[config.mk]
export PLATFORM = sky130hd
export DESIGN_NAME = accel_mem_arbiter_flat
export DESIGN_NICKNAME = d
export VERILOG_FILES = /design/src/rtl/accel_mem_arbiter_if.sv /design/src/rtl/accel_mem_arbiter.sv /design/src/flat_wrapper.sv
export SDC_FILE = /design/constraint.sdc
export NUM_CORES = 1
export LEC_CHECK = 0
export CELL_PAD_IN_SITES_DETAIL_PLACEMENT = 1
export CELL_PAD_IN_SITES_GLOBAL_PLACEMENT = 1
export CORE_ASPECT_RATIO = 1.5
export CORE_MARGIN = 1.5
export CORE_UTILIZATION = 26
export CTS_BUF_LIST = sky130_fd_sc_hd__clkbuf_4
export CTS_CLUSTER_SIZE = 25
export DETAILED_ROUTE_END_ITERATION = 10
export MAX_ROUTING_LAYER = met4
export PLACE_DENSITY = 0.8
export SLEW_MARGIN = 25
export SYNTH_ARGS = -nofsm -noshare
export SYNTH_HDL_FRONTEND = slang
export SYNTH_SLANG_ARGS = --single-unit
[constraint.sdc]
create_clock -name clk -period 3 [get_ports clk]
set_clock_uncertainty 0.2 [all_clocks]
set_input_delay 0.6 -clock clk [delete_from_list [all_inputs] [get_ports clk]]
set_output_delay 0.6 -clock clk [all_outputs]
set_load 0.005 [all_outputs]
[src/rtl/accel_mem_arbiter_if.sv]
// Bus, core and bank-side signal bundle for the interleaved memory arbiter.
// slave = arbiter view, master = requesters plus RAM banks.
interface accel_mem_arbiter_if #(
    parameter int ADDR_WIDTH = 10,
    parameter int DATA_WIDTH = 32,
    parameter int NUM_BANKS  = 2
);
    localparam int BSEL = (NUM_BANKS > 1) ? $clog2(NUM_BANKS) : 0;
    localparam int BAW  = ADDR_WIDTH - BSEL;
    localparam int BEW  = DATA_WIDTH / 8;

    logic                            mem_req;
    logic [ADDR_WIDTH-1:0]           mem_addr;
    logic                            mem_we;
    logic [BEW-1:0]                  mem_be;
    logic [DATA_WIDTH-1:0]           mem_wdata;
    logic                            mem_gnt;
    logic                            mem_rvalid;
    logic [DATA_WIDTH-1:0]           mem_rdata;

    logic                            core_req;
    logic [ADDR_WIDTH-1:0]           core_addr;
    logic                            core_we;
    logic [BEW-1:0]                  core_be;
    logic [DATA_WIDTH-1:0]           core_wdata;
    logic                            core_gnt;
    logic                            core_rvalid;
    logic [DATA_WIDTH-1:0]           core_rdata;

    logic [NUM_BANKS-1:0]            bank_en;
    logic [NUM_BANKS-1:0]            bank_we;
    logic [NUM_BANKS*BAW-1:0]        bank_addr;
    logic [NUM_BANKS*BEW-1:0]        bank_be;
    logic [NUM_BANKS*DATA_WIDTH-1:0] bank_wdata;
    logic [NUM_BANKS*DATA_WIDTH-1:0] bank_rdata;

    modport slave (
        input  mem_req, mem_addr, mem_we, mem_be, mem_wdata,
        output mem_gnt, mem_rvalid, mem_rdata,
        input  core_req, core_addr, core_we, core_be, core_wdata,
        output core_gnt, core_rvalid, core_rdata,
        output bank_en, bank_we, bank_addr, bank_be, bank_wdata,
        input  bank_rdata
    );

    modport master (
        output mem_req, mem_addr, mem_we, mem_be, mem_wdata,
        input  mem_gnt, mem_rvalid, mem_rdata,
        output core_req, core_addr, core_we, core_be, core_wdata,
        input  core_gnt, core_rvalid, core_rdata,
        input  bank_en, bank_we, bank_addr, bank_be, bank_wdata,
        output bank_rdata
    );
endinterface

[src/rtl/accel_mem_arbiter.sv]
// Word-interleaved N-bank arbiter for bus and accelerator core, plus run-control FSM and sticky errors.
// Latency: grant is combinational, read data 1 cycle after grant; backpressure: same-bank conflict in RUN stalls the bus up to STALL_MAX cycles.
module accel_mem_arbiter #(
    parameter int ADDR_WIDTH     = 10,
    parameter int DATA_WIDTH     = 32,
    parameter int NUM_BANKS      = 2,
    parameter int TIMEOUT_CYCLES = 4096,
    parameter int STALL_MAX      = 4
) (
    input  logic       clk,
    input  logic       rst_n,
    input  logic       start,
    output logic       done,
    output logic       busy,
    output logic [1:0] accel_state,
    output logic [1:0] accel_error,
    output logic       core_start,
    output logic       core_abort,
    input  logic       core_done,
    accel_mem_arbiter_if.slave mif
);
    localparam int BSEL   = (NUM_BANKS > 1) ? $clog2(NUM_BANKS) : 0;
    localparam int IW     = (BSEL > 0) ? BSEL : 1;
    localparam int BAW    = ADDR_WIDTH - BSEL;
    localparam int BEW    = DATA_WIDTH / 8;
    localparam int WDW    = (TIMEOUT_CYCLES > 1) ? $clog2(TIMEOUT_CYCLES) : 1;
    localparam int WD_LIM = (TIMEOUT_CYCLES > 0) ? TIMEOUT_CYCLES - 1 : 0;
    localparam int SCW    = (STALL_MAX > 0) ? $clog2(STALL_MAX + 1) : 1;

    typedef enum logic [1:0] {
        S_IDLE  = 2'd0,
        S_RUN   = 2'd1,
        S_DONE  = 2'd2,
        S_ERROR = 2'd3
    } state_t;

    function automatic logic [IW-1:0] bank_of(input logic [ADDR_WIDTH-1:0] a);
        return IW'(a & ADDR_WIDTH'(NUM_BANKS - 1));
    endfunction

    function automatic logic [BAW-1:0] baddr_of(input logic [ADDR_WIDTH-1:0] a);
        return BAW'(a >> BSEL);
    endfunction

    state_t          state_q, state_d;
    logic            start_q;
    logic [WDW-1:0]  wd_q, wd_d;
    logic [1:0]      err_q, err_d;
    logic            core_start_q, core_start_d;
    logic            core_abort_q, core_abort_d;
    logic [SCW-1:0]  stall_q, stall_d;

    logic            mem_rvld_q, core_rvld_q;
    logic [IW-1:0]   mem_rbank_q, core_rbank_q;
    logic [DATA_WIDTH-1:0] mem_rhold_q, core_rhold_q;
    logic [DATA_WIDTH-1:0] mem_rd_c, core_rd_c;

    logic            run;
    logic [IW-1:0]   mem_bank, core_bank;
    logic            mem_gnt_c, core_gnt_c;

    logic [NUM_BANKS-1:0]            bank_en_c, bank_we_c;
    logic [NUM_BANKS*BAW-1:0]        bank_addr_c;
    logic [NUM_BANKS*BEW-1:0]        bank_be_c;
    logic [NUM_BANKS*DATA_WIDTH-1:0] bank_wdata_c;

    assign run       = (state_q == S_RUN);
    assign mem_bank  = bank_of(mif.mem_addr);
    assign core_bank = bank_of(mif.core_addr);

    // Run-control FSM: next state, watchdog, sticky errors, one-cycle pulses
    always_comb begin
        state_d      = state_q;
        wd_d         = wd_q;
        err_d        = err_q;
        core_start_d = 1'b0;
        core_abort_d = 1'b0;
        if (mif.core_req && !run) begin
            err_d[1] = 1'b1;
        end
        case (state_q)
            S_IDLE: begin
                if (start && !start_q) begin
                    state_d      = S_RUN;
                    core_start_d = 1'b1;
                    wd_d         = '0;
                    err_d        = '0;
                end
            end
            S_RUN: begin
                if (TIMEOUT_CYCLES != 0) begin
                    wd_d = wd_q + 1'b1;
                end
                if (core_done) begin
                    state_d = S_DONE;
                end else if ((TIMEOUT_CYCLES != 0) && (wd_q == WDW'(WD_LIM))) begin
                    state_d  = S_ERROR;
                    err_d[0] = 1'b1;
                end else if (!start) begin
                    state_d      = S_IDLE;
                    core_abort_d = 1'b1;
                end
            end
            default: begin
                if (!start) begin
                    state_d = S_IDLE;
                end
            end
        endcase
    end

    // Grant logic; a saturated stall counter flips a same-bank conflict in the bus's favour
    always_comb begin
        mem_gnt_c  = mif.mem_req;
        core_gnt_c = 1'b0;
        if (run) begin
            core_gnt_c = mif.core_req;
            if (mif.mem_req && mif.core_req && (mem_bank == core_bank)) begin
                if (stall_q == SCW'(STALL_MAX)) begin
                    core_gnt_c = 1'b0;
                end else begin
                    mem_gnt_c = 1'b0;
                end
            end
        end
        if (mif.mem_req && !mem_gnt_c) begin
            stall_d = stall_q + 1'b1;
        end else begin
            stall_d = '0;
        end
    end

    always_comb begin
        bank_en_c    = '0;
        bank_we_c    = '0;
        bank_addr_c  = '0;
        bank_be_c    = '0;
        bank_wdata_c = '0;
        for (int b = 0; b < NUM_BANKS; b++) begin
            if (mem_gnt_c && (mem_bank == IW'(b))) begin
                bank_en_c[b]                            = 1'b1;
                bank_we_c[b]                            = mif.mem_we;
                bank_addr_c[b*BAW +: BAW]               = baddr_of(mif.mem_addr);
                bank_be_c[b*BEW +: BEW]                 = mif.mem_be;
                bank_wdata_c[b*DATA_WIDTH +: DATA_WIDTH] = mif.mem_wdata;
            end else if (core_gnt_c && (core_bank == IW'(b))) begin
                bank_en_c[b]                            = 1'b1;
                bank_we_c[b]                            = mif.core_we;
                bank_addr_c[b*BAW +: BAW]               = baddr_of(mif.core_addr);
                bank_be_c[b*BEW +: BEW]                 = mif.core_be;
                bank_wdata_c[b*DATA_WIDTH +: DATA_WIDTH] = mif.core_wdata;
            end
        end
    end

    // Read return: live bank data while valid, otherwise the last delivered word
    always_comb begin
        mem_rd_c  = mem_rhold_q;
        core_rd_c = core_rhold_q;
        for (int b = 0; b < NUM_BANKS; b++) begin
            if (mem_rvld_q && (mem_rbank_q == IW'(b))) begin
                mem_rd_c = mif.bank_rdata[b*DATA_WIDTH +: DATA_WIDTH];
            end
            if (core_rvld_q && (core_rbank_q == IW'(b))) begin
                core_rd_c = mif.bank_rdata[b*DATA_WIDTH +: DATA_WIDTH];
            end
        end
    end

    always_ff @(posedge clk or negedge rst_n) begin
        if (!rst_n) begin
            state_q      <= S_IDLE;
            start_q      <= 1'b0;
            wd_q         <= '0;
            err_q        <= '0;
            core_start_q <= 1'b0;
            core_abort_q <= 1'b0;
            stall_q      <= '0;
            mem_rvld_q   <= 1'b0;
            core_rvld_q  <= 1'b0;
            mem_rbank_q  <= '0;
            core_rbank_q <= '0;
            mem_rhold_q  <= '0;
            core_rhold_q <= '0;
        end else begin
            state_q      <= state_d;
            start_q      <= start;
            wd_q         <= wd_d;
            err_q        <= err_d;
            core_start_q <= core_start_d;
            core_abort_q <= core_abort_d;
            stall_q      <= stall_d;
            mem_rvld_q   <= mem_gnt_c && !mif.mem_we;
            core_rvld_q  <= core_gnt_c && !mif.core_we;
            if (mem_gnt_c) begin
                mem_rbank_q <= mem_bank;
            end
            if (core_gnt_c) begin
                core_rbank_q <= core_bank;
            end
            mem_rhold_q  <= mem_rd_c;
            core_rhold_q <= core_rd_c;
        end
    end

    assign done        = (state_q == S_DONE) || (state_q == S_ERROR);
    assign busy        = run;
    assign accel_state = state_q;
    assign accel_error = err_q;
    assign core_start  = core_start_q;
    assign core_abort  = core_abort_q;

    assign mif.mem_gnt     = mem_gnt_c;
    assign mif.core_gnt    = core_gnt_c;
    assign mif.mem_rvalid  = mem_rvld_q;
    assign mif.core_rvalid = core_rvld_q;
    assign mif.mem_rdata   = mem_rd_c;
    assign mif.core_rdata  = core_rd_c;
    assign mif.bank_en     = bank_en_c;
    assign mif.bank_we     = bank_we_c;
    assign mif.bank_addr   = bank_addr_c;
    assign mif.bank_be     = bank_be_c;
    assign mif.bank_wdata  = bank_wdata_c;
endmodule

[src/flat_wrapper.sv]
// flat-port wrapper written by rule: the top's interface ports become plain ports
module accel_mem_arbiter_flat 
#(
    parameter int ADDR_WIDTH     = 10,
    parameter int DATA_WIDTH     = 32,
    parameter int NUM_BANKS      = 2,
    parameter int TIMEOUT_CYCLES = 4096,
    parameter int STALL_MAX      = 4
)
  (clk, rst_n, start, done, busy, accel_state, accel_error, core_start, core_abort, core_done, mif_mem_req, mif_mem_addr, mif_mem_we, mif_mem_be, mif_mem_wdata, mif_mem_gnt, mif_mem_rvalid, mif_mem_rdata, mif_core_req, mif_core_addr, mif_core_we, mif_core_be, mif_core_wdata, mif_core_gnt, mif_core_rvalid, mif_core_rdata, mif_bank_en, mif_bank_we, mif_bank_addr, mif_bank_be, mif_bank_wdata, mif_bank_rdata);
  accel_mem_arbiter_if #(.ADDR_WIDTH(ADDR_WIDTH), .DATA_WIDTH(DATA_WIDTH), .NUM_BANKS(NUM_BANKS)) mif_i ();
  input  logic clk;
  input  logic rst_n;
  input  logic start;
  output logic done;
  output logic busy;
  output logic [1:0] accel_state;
  output logic [1:0] accel_error;
  output logic core_start;
  output logic core_abort;
  input  logic core_done;
  input wire logic [$bits(mif_i.mem_req)-1:0] mif_mem_req;
  input wire logic [$bits(mif_i.mem_addr)-1:0] mif_mem_addr;
  input wire logic [$bits(mif_i.mem_we)-1:0] mif_mem_we;
  input wire logic [$bits(mif_i.mem_be)-1:0] mif_mem_be;
  input wire logic [$bits(mif_i.mem_wdata)-1:0] mif_mem_wdata;
  output wire logic [$bits(mif_i.mem_gnt)-1:0] mif_mem_gnt;
  output wire logic [$bits(mif_i.mem_rvalid)-1:0] mif_mem_rvalid;
  output wire logic [$bits(mif_i.mem_rdata)-1:0] mif_mem_rdata;
  input wire logic [$bits(mif_i.core_req)-1:0] mif_core_req;
  input wire logic [$bits(mif_i.core_addr)-1:0] mif_core_addr;
  input wire logic [$bits(mif_i.core_we)-1:0] mif_core_we;
  input wire logic [$bits(mif_i.core_be)-1:0] mif_core_be;
  input wire logic [$bits(mif_i.core_wdata)-1:0] mif_core_wdata;
  output wire logic [$bits(mif_i.core_gnt)-1:0] mif_core_gnt;
  output wire logic [$bits(mif_i.core_rvalid)-1:0] mif_core_rvalid;
  output wire logic [$bits(mif_i.core_rdata)-1:0] mif_core_rdata;
  output wire logic [$bits(mif_i.bank_en)-1:0] mif_bank_en;
  output wire logic [$bits(mif_i.bank_we)-1:0] mif_bank_we;
  output wire logic [$bits(mif_i.bank_addr)-1:0] mif_bank_addr;
  output wire logic [$bits(mif_i.bank_be)-1:0] mif_bank_be;
  output wire logic [$bits(mif_i.bank_wdata)-1:0] mif_bank_wdata;
  input wire logic [$bits(mif_i.bank_rdata)-1:0] mif_bank_rdata;
  assign mif_i.mem_req = mif_mem_req;
  assign mif_i.mem_addr = mif_mem_addr;
  assign mif_i.mem_we = mif_mem_we;
  assign mif_i.mem_be = mif_mem_be;
  assign mif_i.mem_wdata = mif_mem_wdata;
  assign mif_mem_gnt = mif_i.mem_gnt;
  assign mif_mem_rvalid = mif_i.mem_rvalid;
  assign mif_mem_rdata = mif_i.mem_rdata;
  assign mif_i.core_req = mif_core_req;
  assign mif_i.core_addr = mif_core_addr;
  assign mif_i.core_we = mif_core_we;
  assign mif_i.core_be = mif_core_be;
  assign mif_i.core_wdata = mif_core_wdata;
  assign mif_core_gnt = mif_i.core_gnt;
  assign mif_core_rvalid = mif_i.core_rvalid;
  assign mif_core_rdata = mif_i.core_rdata;
  assign mif_bank_en = mif_i.bank_en;
  assign mif_bank_we = mif_i.bank_we;
  assign mif_bank_addr = mif_i.bank_addr;
  assign mif_bank_be = mif_i.bank_be;
  assign mif_bank_wdata = mif_i.bank_wdata;
  assign mif_i.bank_rdata = mif_bank_rdata;
  accel_mem_arbiter #(.ADDR_WIDTH(ADDR_WIDTH), .DATA_WIDTH(DATA_WIDTH), .NUM_BANKS(NUM_BANKS), .TIMEOUT_CYCLES(TIMEOUT_CYCLES), .STALL_MAX(STALL_MAX)) u_core (.clk(clk), .rst_n(rst_n), .start(start), .done(done), .busy(busy), .accel_state(accel_state), .accel_error(accel_error), .core_start(core_start), .core_abort(core_abort), .core_done(core_done), .mif(mif_i));
endmodule
## Word-level counts from Yosys, hierarchy flattened

Index checks and enable logic that the tools add are counted.

| operators by class | value |
|---|---|
| add/subtract/negate cells | 2 |
| shift operators | 0 |
| bitwise operators | 4 |
| mux-type cells | 50 |
| reductions and logical operators | 25 |
| div/mod/pow operators | 0 |
| magnitude comparators | 0 |
| eq/ne operators | 9 |
| multiply operators | 0 |

Operators with widths:

| operator | count |
|---|---|
| two-way mux 32 bit | 8 |
| two-way mux 9 bit | 4 |
| two-way mux 1 bit | 24 |
| one-hot mux 12 bit (2 select lines) | 1 |
| two-way mux 4 bit | 4 |
| logical AND 1 bit | 15 |
| adder 12 x 1 -> 12 bit (second input constant) | 1 |
| equality test 12 bit (second input constant) | 1 |
| two-way mux 12 bit | 1 |
| two-way mux 2 bit | 5 |
| logical NOT 1 bit | 5 |
| equality test 2 bit (second input constant) | 2 |
| != test 2 bit (second input constant) | 2 |
| inverter 1 bit | 4 |
| one-hot mux 2 bit (2 select lines) | 1 |
| AND reduction 4 bit | 1 |
| adder 3 x 1 -> 3 bit (second input constant) | 1 |
| equality test 3 bit (second input constant) | 1 |
| two-way mux 3 bit | 1 |
| equality test 2 x 1 -> 1 bit (second input constant) | 1 |
| logical NOT 2 bit | 1 |
| != test 2 x 1 -> 1 bit (second input constant) | 1 |
| one-hot mux 1 bit (2 select lines) | 1 |
| AND reduction 2 bit | 1 |
| 3 further kinds | 3 |

| word-level totals | value |
|---|---|
| output and inout port bits | 170 |
| input bits | 164 |
| memories kept | 0 |
| bits in latches | 0 |
| logic and storage cells | 104 |
| bits in registers | 90 |
| ROM bits | 0 |
| bits in writable memories | 0 |

## Longest topological paths before layout

| logic depth | value |
|---|---|
| depth after elaboration | 7 |
| gate-level depth with buffers | 9 |
| depth with buffers taken out | 7 |

## Least setup slack after synthesis

OpenSTA, ideal clock, no wires.

| timing path | value |
|---|---|
| path kind | input -> output |
| start | input port mif_core_addr[0] |
| end | output port mif_bank_wdata[22] |
| data arrival time | 1.631 ns |
| buffers on the path | 2 |
| cell stages on the path | 6 |
| slack | 0.569 ns |
| path through | nand4bb_4 a32oi_1 nor2_1 buf_4 buf_6 a22o_1 |

| between the ends | value |
|---|---|
| word-level cells in the longest chain between the ends | 7 |

RTL lines:

| element | RTL line | source |
|---|---|---|
| from (decl) | flat_wrapper.sv:31 | `input wire logic [$bits(mif_i.core_addr)-1:0] mif_core_addr;` |
| equality test 1 bit | accel_mem_arbiter.sv:118 | `if (mif.mem_req && mif.core_req && (mem_bank == core_bank)) begin` |
| logical AND 1 bit | accel_mem_arbiter.sv:118 |  |
| two-way mux 1 bit | accel_mem_arbiter.sv:118 |  |
| two-way mux 1 bit | accel_mem_arbiter.sv:116 | `if (run) begin` |
| logical AND 1 bit | accel_mem_arbiter.sv:146 | `end else if (core_gnt_c && (core_bank == IW'(b))) begin` |
| two-way mux 32 bit | accel_mem_arbiter.sv:146 |  |
| two-way mux 32 bit (*) | accel_mem_arbiter.sv:140 | `if (mem_gnt_c && (mem_bank == IW'(b))) begin` |
| to (decl) | flat_wrapper.sv:42 | `output wire logic [$bits(mif_i.bank_wdata)-1:0] mif_bank_wdata;` |

Every way passes the cells marked *; elsewhere a longest branch is shown, timed or not.

## Worst setup path in the final report

| timing path | value |
|---|---|
| start | input port mif_mem_req |
| end | output port mif_bank_wdata[7] |

| between the ends | value |
|---|---|
| word-level cells in the longest chain between the ends | 7 |

RTL lines:

| element | RTL line | source |
|---|---|---|
| from (decl) | flat_wrapper.sv:22 | `input wire logic [$bits(mif_i.mem_req)-1:0] mif_mem_req;` |
| logical AND 1 bit (2 in series) | accel_mem_arbiter.sv:118 |  |
| two-way mux 1 bit | accel_mem_arbiter.sv:118 |  |
| two-way mux 1 bit | accel_mem_arbiter.sv:116 |  |
| logical AND 1 bit | accel_mem_arbiter.sv:146 |  |
| two-way mux 32 bit | accel_mem_arbiter.sv:146 |  |
| two-way mux 32 bit (*) | accel_mem_arbiter.sv:140 |  |

Marks and branches as above.

==> flow_summary.json <==
{
  "run_status": "finished with violations",
  "violations": "setup timing",
  "setup_tns_ns": -16.33,
  "insertion_delay_ns": 0.46,
  "yosysSeqAreaShare_pct": 43.7,
  "reg2reg_slack_ns": 0.93,
  "cts.sinks": 90,
  "hold_depth": 1,
  "crit_chain": "clkdlybuf4s50_1 -> and4_4 -> buf_6 -> a32oi_4 -> nor2_4 -> buf_12 -> buf_12 -> clkbuf_16 -> a22o_1 -> buf_2",
  "power.leakage_nw": 4.38,
  "grt_pass1_vias": 6601,
  "cts_max_level": 3,
  "placementRows": 62,
  "antenna_left": 0,
  "crit_fanout": 8,
  "yosysUniqueCellTypes": 43,
  "nets": 1072,
  "crit_path_end_kind": "output pin",
  "drv_slew": 0,
  "synthesis.area_sq_mm": 0.00515,
  "final_layout_size_suffix_gt1_share_pct": 24.4,
  "maxClockFrequency_mhz": 303,
  "drt_iter0_drc": 233,
  "clk_path_buf_depth": 2,
  "required_ns": 2.20,
  "num_vias": 5937,
  "setup_viol": 93,
  "final_common_cell": "clkdlybuf4s50_1",
  "path_class": "in -> out",
  "avgSynthCellArea_sq_um": 9.85,
  "fin_crit_sh_pct": 110,
  "place_hpwl_mm": 17.0,
  "final_cell_mix": "clkdlybuf4s50_1 (231), a22o_1 (92), dfrtp_1 (85), buf_2 (78), nor2_1 (74)",
  "synthToLayoutAreaGrowth_pct": 84.0,
  "drc": 0,
  "yosysWarnings": 0,
  "min_from": "u_core.wd_q[6]",
  "grt_max_degree": 66,
  "p_per_area_mw_per_mm2": 473,
  "tightest_slew_ns": 0.507,
  "grt_usage_pct": 24.4,
  "crit_buf_inv": 6,
  "synth_fp_nets": 690,
  "cp_top_family": "buffers and inverters",
  "rsz0062_at_grt": "yes",
  "io_pins": 334,
  "cpMaxStageDelayCell": "clkdlybuf4s50_1",
  "critical_path.max_stage_delay_ns": 0.45,
  "hold_viol": 0,
  "cts_root_buf": "clkbuf_4",
  "grt_pass1_wl_mm": 37.8,
  "reg2reg_depth": 10,
  "die-area_sq_mm": 0.0207,
  "fp.dieH_microns": 175,
  "fin_util_pct": 49.1,
  "min_path_type": "reg -> reg",
  "cts_made_buffers": 9,
  "clkTransAtPathRegs_ns": 0.15,
  "setup_slack_ns": -0.299,
  "worstHoldEndpoint": "u_core.wd_q[6]",
  "syn_inst": 523,
  "r2r-end": "u_core.core_rbank_q",
  "io_buffers": 333,
  "drt_first_pass_iters": 4,
  "die_w_microns": 118,
  "initial_utilization_pct": 26.7,
  "coreArea_sq_mm": 0.0193,
  "slew_headroom_pct": 65.9,
  "cap_violations": 0,
  "avgViaCountPerCell": 5.09,
  "detail_route.wl_per_cell_microns": 21.8,
  "period_needed_ns": 3.30,
  "grt-ovfl-total": 0,
  "routed_wl_mm": 25.4,
  "reg2reg_from": "u_core.stall_q[0]",
  "antenna_found_initial": 1,
  "arrival_ns": 2.50,
  "cts_tree": "built",
  "path_common_cell": "buf_12",
  "crit_path_start_kind": "input port",
  "ys_ff_latch": 90,
  "place_congestion": 0.815,
  "ir_drop_uv": 165
}
[metrics by stage]
step | hold slack, ns | cell area, sq um | instances | power (mW) | setup WS (ns)
6_report | 0.326 | 9480 | 1166 | 4.49 | -0.299
5_1_grt | 0.356 | 9480 | 1166 | 4.78 | -0.376
4_1_cts | 0.326 | 9370 | 1150 | 4.51 | -0.304
3_5_place_dp | 0.305 | 8920 | 1099 | 3.83 | -1.03
3_3_place_gp | 0.293 | 8890 | 1098 | 3.75 | -1.05
2_1_floorplan | 0.104 | 5150 | 523 | 2.46 | 0.569
[cells in the mapped netlist]
cell       count  share of area [%]
o21ai_0        9               0.87
nand4b_1       1               0.17
o22a_1         1               0.17
nor3_1         2               0.19
clkbuf_1      21                1.5
ha_1           3               0.73
xnor2_1        4               0.68
nor2b_1        1               0.12
and2_1         2               0.24
buf_2         12                1.2
nand3_1        4               0.39
and4_1         4               0.68
a31oi_1        3               0.36
a41oi_1        1               0.17
nand3b_1       1               0.15
or2_1          1               0.12
a211oi_1       2               0.29
mux2i_1       64                 12
a21oi_1       70                6.8
nand4_1        3               0.36
o32ai_1        1               0.17
or3_1          1               0.12
xor2_1         1               0.17
o21ai_1        1              0.097
o31ai_1        2               0.29
nor2_1        77                5.6
buf_4          6               0.87
nand2_1       10               0.73
nand2b_1       3               0.36
a32oi_1        2               0.34
nand4bb_4      1               0.53
nor2_4         1               0.22
dfrtp_1       90                 44
buf_6          7                1.5
a22o_1        93                 16
inv_2          1              0.073
a21o_1         1               0.15
nor4_1         1               0.12
and3_1         3               0.36
o22ai_1        2               0.24
inv_1          7               0.51
buf_1          2               0.15
a41o_1         1               0.19
[cells by family after synthesis]
kind of cell    after synthesis  synth area share, %
buf+inv                      56                 5.83
compound gates              189                 26.0
fa+ha+maj                     3                0.729
xor+xnor                      5                0.850
simple gates                116                 10.5
mux                          64                 12.4
flops                        90                 43.7
[layout make-up]
type	count	area, sq um
diodes	1	2.50
clock buffers	10	75.1
clock inverters	5	32.5
fillers	2183	9830
inverters	8	30.0
multi-input cells	381	2770
flip-flops and latches	90	2260
well taps	256	320
repair buffers	415	3990
[metal layers]
layer / up-vias / part of all wire [%] / GRT usage (%) / wire, microns
met5: - / 0 / - / 0
met4: 0 / 3.1 / 9.20 / 794
met3: 46 / 6.4 / 5.88 / 1630
met2: 281 / 54 / 45.0 / 13700
met1: 2901 / 37 / 24.9 / 9280
li1: 2709 / - / - / -
[worst max-delay path by stage]
stage                      startpoint                 end  slack, ns  cells after the start
finish                    mif_mem_req   mif_bank_wdata[7]      -0.30                     10
global route        u_core.stall_q[0]  mif_bank_wdata[51]      -0.38                     11
CTS                 u_core.stall_q[1]    mif_bank_addr[9]      -0.30                     11
detailed placement        mif_mem_req   mif_bank_wdata[6]      -1.03                      6
global placement          mif_mem_req    mif_bank_addr[9]      -1.05                      6
floorplan            mif_core_addr[0]  mif_bank_wdata[22]       0.57                      6
[power by group]
| part | internal, mW | switching [mW] | total, mW |
|---|---|---|---|
| sequential | 1.52 | 0.132 | 1.66 |
| clock | 0.174 | 0.428 | 0.602 |
| combinational | 1.27 | 0.963 | 2.23 |
| total | 2.96 | 1.52 | 4.49 |
[registers in the layout, summed over array words and instances (netlist names)]
name and flops:
u_core.accel_error 2, u_core.core_rhold_q 32, u_core.accel_state 2, u_core.mif.core_rvalid 1, u_core.core_start 1, u_core.wd_q 12, u_core.start_q 1, u_core.stall_q 3
u_core.mem_rbank_q 1, u_core.core_abort 1, u_core.mem_rhold_q 32, u_core.core_rbank_q 1, u_core.mif.mem_rvalid 1
[what timing repair did]
| action | in CTS | in global routing |
|---|---|---|
| endpoints found under the hold margin | 30 | 0 |
| buffers inserted | 23 | 18 |
| resized for setup | 358 | 72 |
| setup endpoints to repair | 113 | 134 |
| hold buffers | 1 | 0 |
| gates cloned | 14 | 5 |
| pin swaps | 55 | 50 |
No activity file was read; power rests on OpenSTA's default activity.
